<file path="src/rtl/reg_file_write_arbiter_pkg.sv">
// Shared constants, payload type and helpers for the register-file write arbiter.
// Holds the core widths, the FSM state encoding, the sweep range and the
// {addr, data} write payload used by the arbiter and its aux FIFO.
package reg_file_write_arbiter_pkg;

  localparam int unsigned XLEN             = 32;
  localparam int unsigned REG_ADDR_WIDTH   = 5;
  localparam int unsigned NUM_REGS         = 1 << REG_ADDR_WIDTH;
  localparam int unsigned FIFO_DEPTH       = 2;
  localparam int unsigned STARVE_CNT_WIDTH = 4;

  localparam logic [0:0] ST_CLEAR = 1'b0;
  localparam logic [0:0] ST_RUN   = 1'b1;

  // x0 is hardwired, so the sweep covers x1..x(NUM_REGS-1)
  localparam logic [REG_ADDR_WIDTH-1:0] SWEEP_FIRST = REG_ADDR_WIDTH'(1);
  localparam logic [REG_ADDR_WIDTH-1:0] SWEEP_LAST  = REG_ADDR_WIDTH'(NUM_REGS - 1);

  typedef struct packed {
    logic [REG_ADDR_WIDTH-1:0] addr;
    logic [XLEN-1:0]           data;
  } rf_write_t;

  function automatic logic [NUM_REGS-1:0] addr_one_hot(input logic [REG_ADDR_WIDTH-1:0] addr);
    addr_one_hot = NUM_REGS'(1) << addr;
  endfunction

endpackage

</file>
<file path="src/rtl/reg_write_fifo.sv">
// Two-entry FIFO of pending aux register writes.
// Ports: i_Clock, i_Reset (sync, active-high); i_Push/i_Push_Entry enqueue;
// i_Pop drops the head; o_Head, o_Empty, o_Full; o_Entry_Valid/o_Entry_Addr
// expose every slot so the owner can build a pending-write mask.
module reg_write_fifo
  import reg_file_write_arbiter_pkg::*;
(
  input  logic                                        i_Clock,
  input  logic                                        i_Reset,
  input  logic                                        i_Push,
  input  rf_write_t                                   i_Push_Entry,
  input  logic                                        i_Pop,
  output rf_write_t                                   o_Head,
  output logic                                        o_Empty,
  output logic                                        o_Full,
  output logic [FIFO_DEPTH-1:0]                       o_Entry_Valid,
  output logic [FIFO_DEPTH-1:0][REG_ADDR_WIDTH-1:0]   o_Entry_Addr
);

  rf_write_t [FIFO_DEPTH-1:0] slot_q, slot_n;
  logic      [FIFO_DEPTH-1:0] valid_q, valid_n;

  // Shift organisation: slot 0 is always the head, so valid[1] implies valid[0]
  always_comb begin
    slot_n  = slot_q;
    valid_n = valid_q;
    if (i_Pop) begin
      slot_n[0]  = slot_q[1];
      valid_n[0] = valid_q[1];
      valid_n[1] = 1'b0;
    end
    if (i_Push) begin
      if (!valid_n[0]) begin
        slot_n[0]  = i_Push_Entry;
        valid_n[0] = 1'b1;
      end else begin
        slot_n[1]  = i_Push_Entry;
        valid_n[1] = 1'b1;
      end
    end
  end

  always_ff @(posedge i_Clock) begin
    if (i_Reset) begin
      slot_q  <= '0;
      valid_q <= '0;
    end else begin
      slot_q  <= slot_n;
      valid_q <= valid_n;
    end
  end

  assign o_Head        = slot_q[0];
  assign o_Empty       = !valid_q[0];
  assign o_Full        = valid_q[FIFO_DEPTH-1];
  assign o_Entry_Valid = valid_q;

  for (genvar g = 0; g < FIFO_DEPTH; g++) begin : g_addr
    assign o_Entry_Addr[g] = slot_q[g].addr;
  end

endmodule

</file>
<file path="src/rtl/reg_file_write_arbiter.sv">
// Owner of the register file write port.
// After reset it zeroes x1..x31, then arbitrates the port between writeback
// (priority, zero latency) and a 2-entry aux FIFO, exporting a pending-write
// mask and a starvation-driven stall request.
// Ports: i_Clock, i_Reset (sync, active-high); i_WB_* writeback request;
// i_Aux_*/o_Aux_Ready aux request handshake; o_RF_* register file port;
// o_Init_Done, o_Pending_Mask, o_Stall_Req to the hazard logic.
module reg_file_write_arbiter
  import reg_file_write_arbiter_pkg::*;
#(
  parameter int unsigned STARVE_LIMIT = 4
) (
  input  logic                      i_Clock,
  input  logic                      i_Reset,
  input  logic                      i_WB_Valid,
  input  logic [REG_ADDR_WIDTH-1:0] i_WB_Addr,
  input  logic [XLEN-1:0]           i_WB_Data,
  input  logic                      i_Aux_Valid,
  output logic                      o_Aux_Ready,
  input  logic [REG_ADDR_WIDTH-1:0] i_Aux_Addr,
  input  logic [XLEN-1:0]           i_Aux_Data,
  output logic                      o_RF_Enable,
  output logic                      o_RF_Write_Enable,
  output logic [REG_ADDR_WIDTH-1:0] o_RF_Write_Addr,
  output logic [XLEN-1:0]           o_RF_Write_Data,
  output logic                      o_Init_Done,
  output logic [NUM_REGS-1:0]       o_Pending_Mask,
  output logic                      o_Stall_Req
);

  localparam logic [STARVE_CNT_WIDTH-1:0] STARVE_MAX = STARVE_CNT_WIDTH'(STARVE_LIMIT);

  logic [0:0]                  state_q, state_n;
  logic [REG_ADDR_WIDTH-1:0]   sweep_q, sweep_n;
  logic [STARVE_CNT_WIDTH-1:0] starve_q, starve_n;
  logic                        init_done_q, init_done_n;
  logic                        stall_q, stall_n;

  logic                                      in_run;
  logic                                      aux_ready;
  logic                                      push;
  logic                                      pop;
  rf_write_t                                 push_entry;
  rf_write_t                                 fifo_head;
  logic                                      fifo_empty;
  logic                                      fifo_full;
  logic [FIFO_DEPTH-1:0]                     entry_valid;
  logic [FIFO_DEPTH-1:0][REG_ADDR_WIDTH-1:0] entry_addr;

  // Handshake from registered state only; x0 writes are acknowledged and dropped
  assign in_run     = (state_q == ST_RUN);
  assign aux_ready  = in_run && !fifo_full;
  assign push       = !i_Reset && i_Aux_Valid && aux_ready && (i_Aux_Addr != '0);
  assign pop        = !i_Reset && in_run && !i_WB_Valid && !fifo_empty;
  assign push_entry = '{addr: i_Aux_Addr, data: i_Aux_Data};

  reg_write_fifo u_fifo (
    .i_Clock       (i_Clock),
    .i_Reset       (i_Reset),
    .i_Push        (push),
    .i_Push_Entry  (push_entry),
    .i_Pop         (pop),
    .o_Head        (fifo_head),
    .o_Empty       (fifo_empty),
    .o_Full        (fifo_full),
    .o_Entry_Valid (entry_valid),
    .o_Entry_Addr  (entry_addr)
  );

  // Write port mux: sweep in CLEAR, then WB over FIFO head; all quiet in reset
  always_comb begin
    o_RF_Enable       = !i_Reset;
    o_RF_Write_Enable = 1'b0;
    o_RF_Write_Addr   = '0;
    o_RF_Write_Data   = '0;
    if (!i_Reset) begin
      if (!in_run) begin
        o_RF_Write_Enable = 1'b1;
        o_RF_Write_Addr   = sweep_q;
      end else if (i_WB_Valid) begin
        o_RF_Write_Enable = 1'b1;
        o_RF_Write_Addr   = i_WB_Addr;
        o_RF_Write_Data   = i_WB_Data;
      end else if (!fifo_empty) begin
        o_RF_Write_Enable = 1'b1;
        o_RF_Write_Addr   = fifo_head.addr;
        o_RF_Write_Data   = fifo_head.data;
      end
    end
  end

  // Pending mask from queued entries; x0 can never be pending
  always_comb begin
    o_Pending_Mask = '0;
    for (int i = 0; i < FIFO_DEPTH; i++) begin
      if (entry_valid[i]) o_Pending_Mask = o_Pending_Mask | addr_one_hot(entry_addr[i]);
    end
    o_Pending_Mask[0] = 1'b0;
  end

  // Next-state: sweep sequencing and head starvation tracking
  always_comb begin
    state_n     = state_q;
    sweep_n     = sweep_q;
    starve_n    = starve_q;
    init_done_n = init_done_q;
    stall_n     = stall_q;
    case (state_q)
      ST_CLEAR: begin
        sweep_n = sweep_q + REG_ADDR_WIDTH'(1);
        if (sweep_q == SWEEP_LAST) begin
          state_n     = ST_RUN;
          init_done_n = 1'b1;
        end
      end
      ST_RUN: begin
        if (fifo_empty || pop) begin
          starve_n = '0;
        end else if (starve_q < STARVE_MAX) begin
          starve_n = starve_q + STARVE_CNT_WIDTH'(1);
        end
        // One cycle behind the counter; holds while the head keeps waiting
        stall_n = (starve_q == STARVE_MAX) && !pop;
      end
      default: state_n = ST_CLEAR;
    endcase
  end

  always_ff @(posedge i_Clock) begin
    if (i_Reset) begin
      state_q     <= ST_CLEAR;
      sweep_q     <= SWEEP_FIRST;
      starve_q    <= '0;
      init_done_q <= 1'b0;
      stall_q     <= 1'b0;
    end else begin
      state_q     <= state_n;
      sweep_q     <= sweep_n;
      starve_q    <= starve_n;
      init_done_q <= init_done_n;
      stall_q     <= stall_n;
    end
  end

  assign o_Aux_Ready = aux_ready;
  assign o_Init_Done = init_done_q;
  assign o_Stall_Req = stall_q;

endmodule

</file>
<file path="config.mk">
export PLATFORM = sky130hd
export DESIGN_NAME = reg_file_write_arbiter
export DESIGN_NICKNAME = d
export VERILOG_FILES = /design/src/rtl/reg_file_write_arbiter_pkg.sv /design/src/rtl/reg_write_fifo.sv /design/src/rtl/reg_file_write_arbiter.sv
export SDC_FILE = /design/constraint.sdc
export NUM_CORES = 1
export LEC_CHECK = 0
export ABC_CLOCK_PERIOD_IN_PS = 2100
export CAP_MARGIN = 20
export CORE_ASPECT_RATIO = 1.4
export CORE_MARGIN = 4
export CORE_UTILIZATION = 30
export DETAILED_ROUTE_END_ITERATION = 16
export GPL_TIMING_DRIVEN = 1
export PLACE_DENSITY = 0.63
export SYNTH_ARGS = -nofsm -noshare
export SYNTH_HDL_FRONTEND = slang
export SYNTH_SLANG_ARGS = --single-unit
</file>
<file path="constraint.sdc">
create_clock -name i_Clock -period 2.1 [get_ports i_Clock]
set_input_delay 0.525 -clock i_Clock [delete_from_list [all_inputs] [get_ports i_Clock]]
set_output_delay 0.525 -clock i_Clock [all_outputs]
set_load 0.01 [all_outputs]
</file>
== Word level (Yosys, flattened, before mapping) ==
Cells that the tools add are included.

* Output and inout port bits: 74
* Input bits: 78
* Register bits after elaboration: 88

* Eq/ne operators: 2
* Shift operators: 2
* Muxes and demuxes: 24
* Reductions and logical operators: 19
* $add $sub $neg: 2
* Bitwise operators: 2
* $lt $le $gt $ge: 1

{| class="wikitable"
|+ Operator list
! operator !! number
|-
| $mux W32 || 6
|-
| $mux W37 || 3
|-
| $shl A1 B5 Y32 const A || 2
|-
| $or A32 B32 Y32 || 1
|-
| $mux W5 || 4
|-
| $logic_and A1 B1 Y1 || 8
|-
| $mux W4 || 2
|-
| $mux W1 || 7
|-
| $reduce_and A2 Y1 || 3
|-
| $add A5 B1 Y5 const B || 1
|-
| $eq A5 B5 Y1 const B || 1
|-
| $logic_not A1 Y1 || 5
|-
| $reduce_bool A5 Y1 || 1
|-
| $add A4 B1 Y4 const B || 1
|-
| $eq A4 B3 Y1 const B || 1
|-
| $lt A4 B3 Y1 const B || 1
|-
| $mux W2 || 2
|-
| $reduce_bool A2 Y1 || 1
|-
| $logic_or A1 B1 Y1 || 1
|-
| $not A1 Y1 || 1
|}

== Logic depth before layout (Yosys ltp) ==
* Depth after elaboration: 7
* Depth in mapped cells: 7

== Hierarchy ==
Synthesis repeated with hierarchy kept, for this count alone.

* Cell total of the unflattened synthesis: 620
* Area, all modules: 5343.9 um2

{| class="wikitable"
|+ By module, submodules not included
! module !! area an instance (um2) !! times used !! cells an instance !! sequential area each (um2)
|-
| reg_write_fifo || 3946.3 || 1 || 431 || 1521.5
|-
| reg_file_write_arbiter || 1397.6 || 1 || 189 || 240.2
|}

== Worst setup path after synthesis ==
No wires, ideal clock.

* Kind: input port to output port
* Start point: input i_WB_Valid
* End point: output o_RF_Write_Addr[1]
* Path slack: 0.086 ns
* Buffers on the path: 3
* Data required time: 1.575 ns
* Stages: 6
* Arrival time: 1.489 ns
* Cells stage by stage: and4bb_4 -> buf_12 -> buf_6 -> buf_2 -> nand2_1 -> o21ai_0

* Longest elaborated chain between the ends: 3

{| class="wikitable"
|+ RTL lines
! what !! line !! source
|-
| from (decl) || reg_file_write_arbiter.sv:15 || <nowiki>input logic i_WB_Valid,</nowiki>
|-
| $mux W5 || reg_file_write_arbiter.sv:80 || <nowiki>end else if (i_WB_Valid) begin</nowiki>
|-
| $mux W5 || reg_file_write_arbiter.sv:77 || <nowiki>if (!in_run) begin</nowiki>
|-
| $mux W5 || reg_file_write_arbiter.sv:76 || <nowiki>if (!i_Reset) begin</nowiki>
|-
| to (decl) || reg_file_write_arbiter.sv:24 || <nowiki>output logic [REG_ADDR_WIDTH-1:0] o_RF_Write_Addr,</nowiki>
|}

Every way passes these cells.

== Worst setup path in the final report ==
* Start point: register u_fifo.valid_q[0], in the netlist u_fifo.o_Entry_Valid[0]
* End point: output o_RF_Write_Data[13]

* Longest elaborated chain between the ends: 4

{| class="wikitable"
|+ RTL lines
! what !! line !! source
|-
| from (decl) || reg_write_fifo.sv:21 || <nowiki>logic [FIFO_DEPTH-1:0] valid_q, valid_n;</nowiki>
|-
| from (signal assigned) || reg_write_fifo.sv:49 || <nowiki>valid_q <= valid_n;</nowiki>
|-
| $mux W32 || reg_file_write_arbiter.sv:84 || <nowiki>end else if (!fifo_empty) begin</nowiki>
|-
| $mux W32 || reg_file_write_arbiter.sv:80 ||
|-
| $mux W32 || reg_file_write_arbiter.sv:77 ||
|-
| $mux W32 || reg_file_write_arbiter.sv:76 ||
|-
| to (decl) || reg_file_write_arbiter.sv:25 || <nowiki>output logic [XLEN-1:0] o_RF_Write_Data,</nowiki>
|}

Every way passes these cells.

==> impl_metrics.tcl <==
set metrics [dict create \
    status "complete, but fails checks" \
    violations "setup timing" \
    cts_sinks 88 \
    clk_pin_slew_ps 60 \
    grt_pass1_vias 5037 \
    multiInputGateArea_um2 2960 \
    grt_pass1_wl_um 25200 \
    synth_area_leaders "dfxtp_1 36%, mux2i_1 8.4%, a22o_1 5.7%" \
    critPathLaunch "u_fifo.o_Entry_Valid[0]$_SDFF_PP0_" \
    first_pass_iters 4 \
    dp.cells 852 \
    initial_core_util 0.304 \
    hold_viol 0 \
    startpoint_type "flip-flop" \
    cp_cell_sequence "buf_6 > and4bb_4 > buf_8 > buf_12 > buf_12 > a22o_1 > buf_2" \
    die_h_um 159 \
    min_from "o_Stall_Req$_SDFFE_PP0P_" \
    syn-cell-area_um2 4890 \
    cp.arrival_ps 1730 \
    ys.flop_type "dfxtp_1" \
    cp.depth 7 \
    syn_area_per_cell_um2 9.83 \
    cts_tree "done" \
    worst_slack_ps -160 \
    regToRegStartpoint "u_fifo.o_Entry_Valid[0]$_SDFF_PP0_" \
    critical_path.max_fanout 4 \
    place_hpwl_um 11200 \
    ys_warn_count 0 \
    rsz0062_at_grt "true" \
    crit_family "buffers and inverters" \
    skew_ps 8.98 \
    io_pins 152 \
    worstPathRequired_ps 1570 \
    drtIter0Drc 203 \
    fin_util 0.457 \
    worstRegToRegCells 10 \
    wirelength_um 15900 \
    synth_top_area_share 0.360 \
    port_buffers 150 \
    fillers 1559 \
    final_nets 768 \
    yosysMostFrequentCell "dfxtp_1" \
    synth-seq-cells 88 \
    clock_latency_ps 340 \
    drcViolationCount 0 \
    worst_pin_slew_ps 678 \
    async_flop_share 0 \
    max_freq_mhz 443 \
    power.density_nw_per_um2 517 \
    rows 55 \
    critPathMostFrequentCell "buf_12" \
    crit_slowest_cell "dfxtp_4" \
    finalMaxSlewViolations 0 \
    die-area_um2 18500 \
    setup_viol 35 \
    yosys.area.top_type "dfxtp_1" \
    synth_cell_types 50 \
    r2r_setup_slack_ps 70 \
    min_period_over_period 1.08 \
    peakVddDrop_mv 0.435 \
    syn-instance-count 498 \
    synth_nets 580 \
    worstHoldPathCells 2 \
    synth_edf_count 0 \
    synth_commonest_cells "88 x dfxtp_1, 53 x nor2_1, 41 x mux2i_1" \
    ys_seq_area_frac 0.360 \
    end_kind "output port" \
    drive_gt1_frac 0.349 \
    hp-class "flip-flop to flip-flop" \
    root_buffer "clkbuf_16" \
    drv_cap 0 \
    num_vias 4691 \
    vias_per_cell 5.27 \
    power_w 0.00381 \
    max_stage_delay_ps 360 \
    track_usage 0.170 \
    clock_path_buffers 2 \
    fp.dieW_um 116 \
    regArea_um2 1770 \
    wl_per_cell_um 17.9 \
    critical_path_class "flip-flop to output port" \
    cp.buffers_inverters 5 \
    overflow 0 \
    p_leak_nw 2.93 \
    period_minus_slack_ps 2260 \
    finalNonFillerCells 890 \
    coreArea_um2 16100 \
    grt_antenna_before_repair 0 \
    numCtsBuffers 9 \
    gp_congestion 0.876 \
    postCtsHoldBufs 0 \
    drtAntennaViolNets 0 \
    max_slew_margin 0.548 \
    h-tree-depth 3 \
    fin_tns_setup_ps -2060 \
    grt_max_degree 59 \
    antenna-diode-count 0 \
    area_growth_pct 50.5 \
]
==> cell usage in the layout (no fill, tap or decap), types with 9 or more instances in the layout <==
master / instances
dfxtp_1: 81
clkbuf_16: 9
buf_6: 9
mux2_1: 20
o22ai_2: 11
buf_2: 47
a221oi_1: 22
a22o_1: 32
clkdlybuf4s50_1: 78
mux2i_1: 41
clkbuf_2: 16
nor2b_1: 36
o22ai_1: 20
buf_4: 52
nand2_1: 13
buf_12: 14
a221oi_2: 18
nor2_1: 53
==> through the flow <==
step / instance area, µm² / hold WS [ps] / worst slack [ps]
2_1_floorplan: 4890 / 430 / 86.4
3_3_place_gp: 6880 / 444 / -742
3_5_place_dp: 6880 / 453 / -711
4_1_cts: 7390 / 463 / -184
5_1_grt: 7370 / 478 / -207
6_report: 7370 / 458 / -160
==> power breakdown <==
part | switching, W | total [W] | internal (W)
combinational | 0.000117 | 0.000292 | 0.000175
clock | 0.000667 | 0.00183 | 0.00116
sequential | 0.00000885 | 0.00168 | 0.00167
==> routing by layer <==
| metal | GRT usage | part of all wire | vias to the layer above | routed length [µm] |
|---|---|---|---|---|
| met1 | 0.188 | 0.39 | 2280 | 6200 |
| met2 | 0.307 | 0.52 | 142 | 8340 |
| met5 | 0 | 0 | - | 0 |
| met4 | 0.0770 | 0.037 | 0 | 586 |
| met3 | 0.0319 | 0.051 | 36 | 812 |
| li1 | - | - | 2233 | - |
==> what timing repair did <==
item                       4_1_cts  5_1_grt
setup endpoints to repair       70       65
hold endpoints to repair         0        0
gates resized for setup        256       62
pin swaps                       35        6
buffers inserted                19        4
gates cloned                     2        0
==> final cells by class <==
class,instances,area share
Multi-Input combinational cell,354,0.402
Timing Repair Buffer,227,0.273
Sequential cell,88,0.241
Tap cell,199,0.0338
Clock buffer,9,0.0306
Clock inverter,7,0.0163
Inverter,6,0.00374
==> kinds of logic after synthesis <==
| logic type | after synthesis | synth area share |
|---|---|---|
| AOI/OAI and AO/OA | 123 | 0.216 |
| adders and majority gates | 4 | 0.0102 |
| xor gates and xnor gates | 3 | 0.00537 |
| muxes | 75 | 0.168 |
| and+or+nand+nor | 148 | 0.166 |
| other | 1 | 0.000766 |
| DFF | 88 | 0.360 |
| buffers and inverters | 56 | 0.0731 |
==> sequential cells by signal (all words and copies together), names as in the netlist <==
| register | cells |
|---|---|
| in_run | 1 |
| u_fifo.o_Entry_Addr | 10 |
| u_fifo.slot_q | 32 |
| o_Stall_Req | 1 |
| sweep_q | 5 |
| u_fifo.o_Entry_Valid | 2 |
| u_fifo.o_Head | 32 |
| starve_q | 4 |
| o_Init_Done | 1 |
==> worst reg2reg max path: stages, from the launching register on <==
cell and delay (ps):
dfxtp_4 360, buf_6 110, and4bb_4 210, buf_12 130, buf_8 130, buf_6 120, buf_4 130, buf_4 150
buf_4 170, mux2i_1 120, a221oi_1 300
==> worst paths after layout <==
path                                       endpoint
setup / recovery                o_RF_Write_Data[13]
hold / removal             o_Stall_Req$_SDFFE_PP0P_
setup reg to reg  u_fifo.o_Entry_Addr[2]$_SDFF_PP0_
hold reg to reg            o_Stall_Req$_SDFFE_PP0P_
Note: power is estimated with default switching activity, not from simulation.
